===== config.mk =====
export PLATFORM = sky130hd
export DESIGN_NAME = mc_bus_master
export DESIGN_NICKNAME = d
export VERILOG_FILES = /design/src/rtl/mc_bus_master.sv
export SDC_FILE = /design/constraint.sdc
export NUM_CORES = 1
export LEC_CHECK = 0
export CAP_MARGIN = 10
export CORE_ASPECT_RATIO = 1.5
export CORE_UTILIZATION = 50
export CTS_CLUSTER_SIZE = 40
export DETAILED_ROUTE_END_ITERATION = 10
export DONT_BUFFER_PORTS = 1
export PLACE_DENSITY = 0.69
export SYNTH_ARGS = -nofsm -noshare
export SYNTH_HDL_FRONTEND = slang
export SYNTH_SLANG_ARGS = --single-unit

===== constraint.sdc =====
create_clock -name clock -period 1.73 [get_ports clock]
set_input_delay 0.519 -clock clock [delete_from_list [all_inputs] [get_ports clock]]
set_output_delay 0.519 -clock clock [all_outputs]
set_load 0.1 [all_outputs]

===== src/rtl/mc_bus_master.sv =====
// Initiator for the MCU parallel memory-controller bus: turns one valid/ready
// request into a CE/OE/WE cycle with programmable setup, strobe and hold phases.
module mc_bus_master #(
  parameter int MC_DATA_WIDTH = 16,
  parameter int MC_ADD_WIDTH  = 6,
  parameter int SETUP_CYCLES  = 2,
  parameter int STROBE_CYCLES = 4,
  parameter int HOLD_CYCLES   = 2
) (
  input  logic                     clock,
  input  logic                     reset,
  input  logic                     req_valid,
  output logic                     req_ready,
  input  logic                     req_write,
  input  logic [MC_ADD_WIDTH-1:0]  req_add,
  input  logic [MC_DATA_WIDTH-1:0] req_wdata,
  output logic                     rsp_valid,
  output logic [MC_DATA_WIDTH-1:0] rsp_rdata,
  output logic                     busy,
  output logic                     mc_ce,
  output logic                     mc_oe,
  output logic                     mc_we,
  output logic [MC_ADD_WIDTH-1:0]  mc_add,
  output logic [MC_DATA_WIDTH-1:0] mc_data_out,
  output logic                     mc_data_oe,
  input  logic [MC_DATA_WIDTH-1:0] mc_data_in
);

  localparam int MAXC = (SETUP_CYCLES > STROBE_CYCLES) ?
                        ((SETUP_CYCLES > HOLD_CYCLES) ? SETUP_CYCLES : HOLD_CYCLES) :
                        ((STROBE_CYCLES > HOLD_CYCLES) ? STROBE_CYCLES : HOLD_CYCLES);
  localparam int CW = $clog2(MAXC) + 1;

  localparam logic [CW-1:0] SETUP_LD  = CW'(SETUP_CYCLES - 1);
  localparam logic [CW-1:0] STROBE_LD = CW'(STROBE_CYCLES - 1);
  localparam logic [CW-1:0] HOLD_LD   = CW'(HOLD_CYCLES - 1);

  typedef enum logic [1:0] {IDLE, SETUP, STROBE, HOLD} state_t;

  state_t        state, state_n;
  logic [CW-1:0] cnt, cnt_n;
  logic          wr_q, wr_n, accept, last_strobe;

  assign req_ready   = (state == IDLE);
  assign busy        = !req_ready;
  assign accept      = req_valid && req_ready;
  assign wr_n        = accept ? req_write : wr_q;
  assign last_strobe = (state == STROBE) && (cnt == '0);

  always_ff @(posedge clock) begin
    if (reset) begin
      state <= IDLE;
      cnt   <= '0;
    end else begin
      state <= state_n;
      cnt   <= cnt_n;
    end
  end

  // One down-counter times every phase; it is reloaded on each state entry.
  always_comb begin
    state_n = state;
    cnt_n   = cnt;
    case (state)
      IDLE: if (accept) begin
        state_n = SETUP;
        cnt_n   = SETUP_LD;
      end
      SETUP: if (cnt == '0) begin
        state_n = STROBE;
        cnt_n   = STROBE_LD;
      end else cnt_n = cnt - CW'(1);
      STROBE: if (cnt == '0) begin
        state_n = HOLD;
        cnt_n   = HOLD_LD;
      end else cnt_n = cnt - CW'(1);
      HOLD: if (cnt == '0) begin
        state_n = IDLE;
        cnt_n   = '0;
      end else cnt_n = cnt - CW'(1);
      default: begin
        state_n = IDLE;
        cnt_n   = '0;
      end
    endcase
  end

  // Bus outputs are registered from the next state, so every pin is a flop and
  // the pad timing lines up exactly with the phase boundaries.
  always_ff @(posedge clock) begin
    if (reset) begin
      wr_q        <= 1'b0;
      mc_ce       <= 1'b1;
      mc_oe       <= 1'b1;
      mc_we       <= 1'b1;
      mc_data_oe  <= 1'b0;
      mc_add      <= '0;
      mc_data_out <= '0;
      rsp_valid   <= 1'b0;
      rsp_rdata   <= '0;
    end else begin
      if (accept) begin
        wr_q   <= req_write;
        mc_add <= req_add;
        if (req_write) mc_data_out <= req_wdata;
      end
      mc_ce      <= (state_n == IDLE);
      mc_we      <= !((state_n == STROBE) && wr_n);
      mc_oe      <= !((state_n == STROBE) && !wr_n);
      mc_data_oe <= (state_n != IDLE) && wr_n;
      rsp_valid  <= last_strobe && !wr_q;
      if (last_strobe && !wr_q) rsp_rdata <= mc_data_in;
    end
  end

endmodule


# Word level (Yosys, flattened, before mapping)
# Index checks and enable logic that the tools add are counted.
dict set report word_totals {
  ram_bits 0
  out_inout_bits 45
  rom_bits 0
  latchBits 0
  word_cells 44
  mem_count 0
  inputBits 42
  ff_bits 49
}
dict set report classes {
  magnitude_cmp 0
  add_sub_neg 1
  div 0
  eq_ne 5
  n_shift 0
  bitwise_logic 0
  multipliers 0
  reduce_logical 16
  n_mux 11
}
# op n
set op_table {}
lappend op_table {{2-to-1 mux 3 bit} 4}
lappend op_table {{case mux 3 bit (4 select lines)} 1}
lappend op_table {{2-to-1 mux 2 bit} 4}
lappend op_table {{case mux 2 bit (4 select lines)} 1}
lappend op_table {{equality test 2 bit, second input constant} 3}
lappend op_table {{logical AND 1 bit} 6}
lappend op_table {{logical NOT 1 bit} 5}
lappend op_table {{logical NOT 2 bit} 2}
lappend op_table {{logical NOT 3 bit} 1}
lappend op_table {{subtractor 3 x 1 -> 3 bit, second input constant} 1}
lappend op_table {{equality test 2 x 1 -> 1 bit, second input constant} 1}
lappend op_table {{!= test 2 x 1 -> 1 bit, second input constant} 1}
lappend op_table {{AND reduction 2 bit} 1}
lappend op_table {{nonzero test 2 bit} 1}
lappend op_table {{2-to-1 mux 1 bit} 1}

# Depth between registers and ports, before layout
dict set report logic_depth {
  depth_word 7
  mapped_depth 6
  mapped_depth_nobuf 3
}

# Worst setup path before layout
# OpenSTA, ideal clock, no wires.
dict set report synth_path {
  path_type {register to output}
  startpoint {reg state[1]}
  endpoint {out busy}
  t_required_ps 1211
  stages_incl_launch_ff 4
  n_path_buf 1
  arrival_ps 2733
  slack_ps -1522
  cell_sequence {dfxtp_1 -> buf_2 -> nor2_1 -> inv_1}
}
dict set report synth_between {
  elab_chain_len 2
}
# element line_no
set synth_lines {}
lappend synth_lines {{from (decl)} 40} ;# state_t state, state_n;
lappend synth_lines {{from (signal assigned)} 55} ;# state <= state_n;
lappend synth_lines {{logical NOT 2 bit} 44} ;# assign req_ready = (state == IDLE);
lappend synth_lines {{net req_ready} 13} ;# output logic req_ready,
lappend synth_lines {{logical NOT 1 bit} 45} ;# assign busy = !req_ready;
lappend synth_lines {{to (decl)} 19} ;# output logic busy,
# The timed path passes the listed nets, and every way through them passes these cells.

# Final worst setup path
dict set report layout_path {
  startpoint {reg state[0]}
  endpoint {out busy}
}
dict set report layout_between {
  elab_chain_len 2
}
# element line_no
set layout_lines {}
lappend layout_lines {{logical NOT 2 bit} 44}
lappend layout_lines {{logical NOT 1 bit} 45}
# Every way passes these cells.

==> reports/qor.txt <==
clock latency on the worst-skew pair - 300 ps
hold path depth - 1
Post-CTS Setup Bufs - 0
Area Growth Syn to Fin - 24.6%
final number of hold-violating endpoints - 0
type of the worst min-delay path - in2reg
Routed WL - 3.96 mm
io pins - 87
# clock sinks - 49
CTS tree - built
worst r2r path cells - 4
die width - 53.1 um
top cell type's share of synthesized area - 50.1%
kind of critical path - reg2out
register area - 982 um2
Post-synth EDFFs - 0
Starting Density - 52.7%
worst setup path end - busy
status - complete, no violations
# fillers - 335
area of the multi-input gates - 901 um2
antenna violation net count after detailed routing - 0
Cell Pwr Density - 1340 nW/um2
first-pass GRT wire length - 6.11 mm
Worst setup SP type - flip-flop
Max Cap Viol - 0
warnings from Yosys - 0
crit path from - state[0]
total grt overflow - 0
r2r startpoint - cnt[1]
register area share after synthesis - 50.1%
Synth area leaders - dfxtp_1 (50%), mux2i_1 (12%), nand2b_1 (11%)
max frequency - 0.612 GHz
leakage - 0.000974 uW
top_reg_cell synth - dfxtp_1
cell area after layout - 2440 um2
DRC viols - 0
Max IR drop VDD - 0.000910 V
R2R Setup Slk - 260 ps
Slew @ Worst Pin - 466 ps
#FFs+latches synth - 49
crit share post-route - 94.4%
DR pass1 iterations - 4
Final min period - 1630 ps
total power - 3270 uW
worst reg2reg endpoint - rsp_rdata[10]
via/cell ratio - 5.21
Worst EP required - 1210 ps
via count - 1538
Layout Skew - 7.64 ps
setup slack after placement - 259 ps
drt initial violations - 30
antenna cells - 0
wire length per cell - 13.4 um
Max stage delay on crit path - 450 ps
final slew viol count - 0
die area - 4180 um2
Clk Tree Root Cell - clkbuf_8
area post-placement - 2340 um2
endpoints failing setup - 0
most frequent cells in the layout - buf_4 (50), dfxtp_1 (48), nand2_1 (34), nand2b_1 (34), mux2i_1 (24)
Rows - 27
initial antenna violation count - 0
largest net degree at the start of global routing - 66
library cells used by synthesis - 29
Post-Syn Area per Cell - 9.41 um2
Max clock buf depth - 2
Setup WS post-layout - 97.0 ps
height of the die - 78.6 um
CP max FO - 10
Final #Nets - 293
Critical Path End Type - output pin
crit path cell chain - nor2_4 > inv_1 > buf_4
cell count after synthesis - 208
All-Layer GR Usage - 19.6%
share of cells above drive strength 1 - 25.8%
setup TNS - 0 ps
Syn Nets - 250
most common cell after layout, fill and taps aside - buf_4
Arrival @ worst endpoint - 1110 ps
GPL Wtd Cong - 0.732
RSZ-0062 raised after global routing - false
Yosys top cell by area - dfxtp_1
clock slew at reported path FFs - 90 ps
Core ar. - 3720 um2
CTS Buf Count - 5
mapped cell area - 1960 um2
slowest CP cell - dfxtp_2
ys async rst share - 0%
headroom to the max-slew limit - 68.9%
hold path start - reset
htree depth - 2
I/O Buffers - 0
vias in the first global route - 1502
post-DP HPWL - 2.90 mm
-- Yosys cell counts, types with 2 or more instances --
cell      number
clkbuf_1       9
nand2b_1      34
a21oi_1       18
nor4_1         2
nand2_1       34
dfxtp_1       49
inv_1          3
or3_1          2
nor3_1         3
buf_2          5
mux2i_1       24
nor2_1         8
-- worst max-delay path, delay by kind of cell, from the launching register on --
kind / cells / cell delay (ps)
buf+inv: 2 / 330
flops: 1 / 450
simple gates: 1 / 40
-- through the flow --
stage,utilization [%],hold slack [ps],std cells
2_1_floorplan,-,500,208
3_3_place_gp,63.0,437,287
3_5_place_dp,63.0,444,287
4_1_cts,65.7,272,295
5_1_grt,65.7,259,295
6_report,65.7,284,295
-- cells by family after synthesis --
family | after synthesis | synth area share [%]
simple gates | 92 | 25.8
flops | 49 | 50.1
compound gates | 24 | 6.84
mux | 24 | 12.3
buf+inv | 18 | 4.60
xor+xnor | 1 | 0.447
-- sequential cells by signal, indices dropped and copies added (netlist names) --
signal       cells
cnt              3
mc_add           6
mc_ce            1
mc_data_oe       1
mc_data_out     16
mc_oe            1
mc_we            1
rsp_rdata       16
rsp_valid        1
state            2
wr_q             1
-- per-layer routing --
| layer | wire length [um] | share of wire, % | global-route usage [%] |
|---|---|---|---|
| met4 | 33 | 0.83 | 7.63 |
| met5 | 0 | 0 | 0 |
| met3 | 277 | 7.0 | 6.78 |
| met1 | 1530 | 39 | 18.6 |
| met2 | 2120 | 54 | 36.3 |
-- power breakdown --
part	internal (uW)	switching (uW)	total, uW
clock	324	362	686
sequential	1230	67.1	1300
combinational	320	962	1280
-- cell type report --
| class | instances | area share [%] |
|---|---|---|
| sequential | 49 | 40.3 |
| multi-input combinational | 141 | 36.9 |
| timing repair buffer | 51 | 16.2 |
| clock buffer | 6 | 3.38 |
| tap | 43 | 2.21 |
| clock inverter | 2 | 0.564 |
| inverter | 3 | 0.462 |
-- how the worst min path moves through the flow --
| stage | to | slack [ps] |
|---|---|---|
| finish | mc_data_out[12] | 280 |
| global route | cnt[1] | 260 |
| CTS | mc_data_out[8] | 270 |
| detailed placement | mc_data_out[12] | 440 |
| global placement | mc_data_out[12] | 440 |
| floorplan | rsp_valid | 500 |
-- timing repair --
item | in CTS | in global routing
hold buffers | 0 | 0
setup endpoints to repair | 1 | 0
endpoints found under the hold margin | 0 | 0
resized for setup | 1 | 0
No activity file was read; power rests on OpenSTA's default activity.
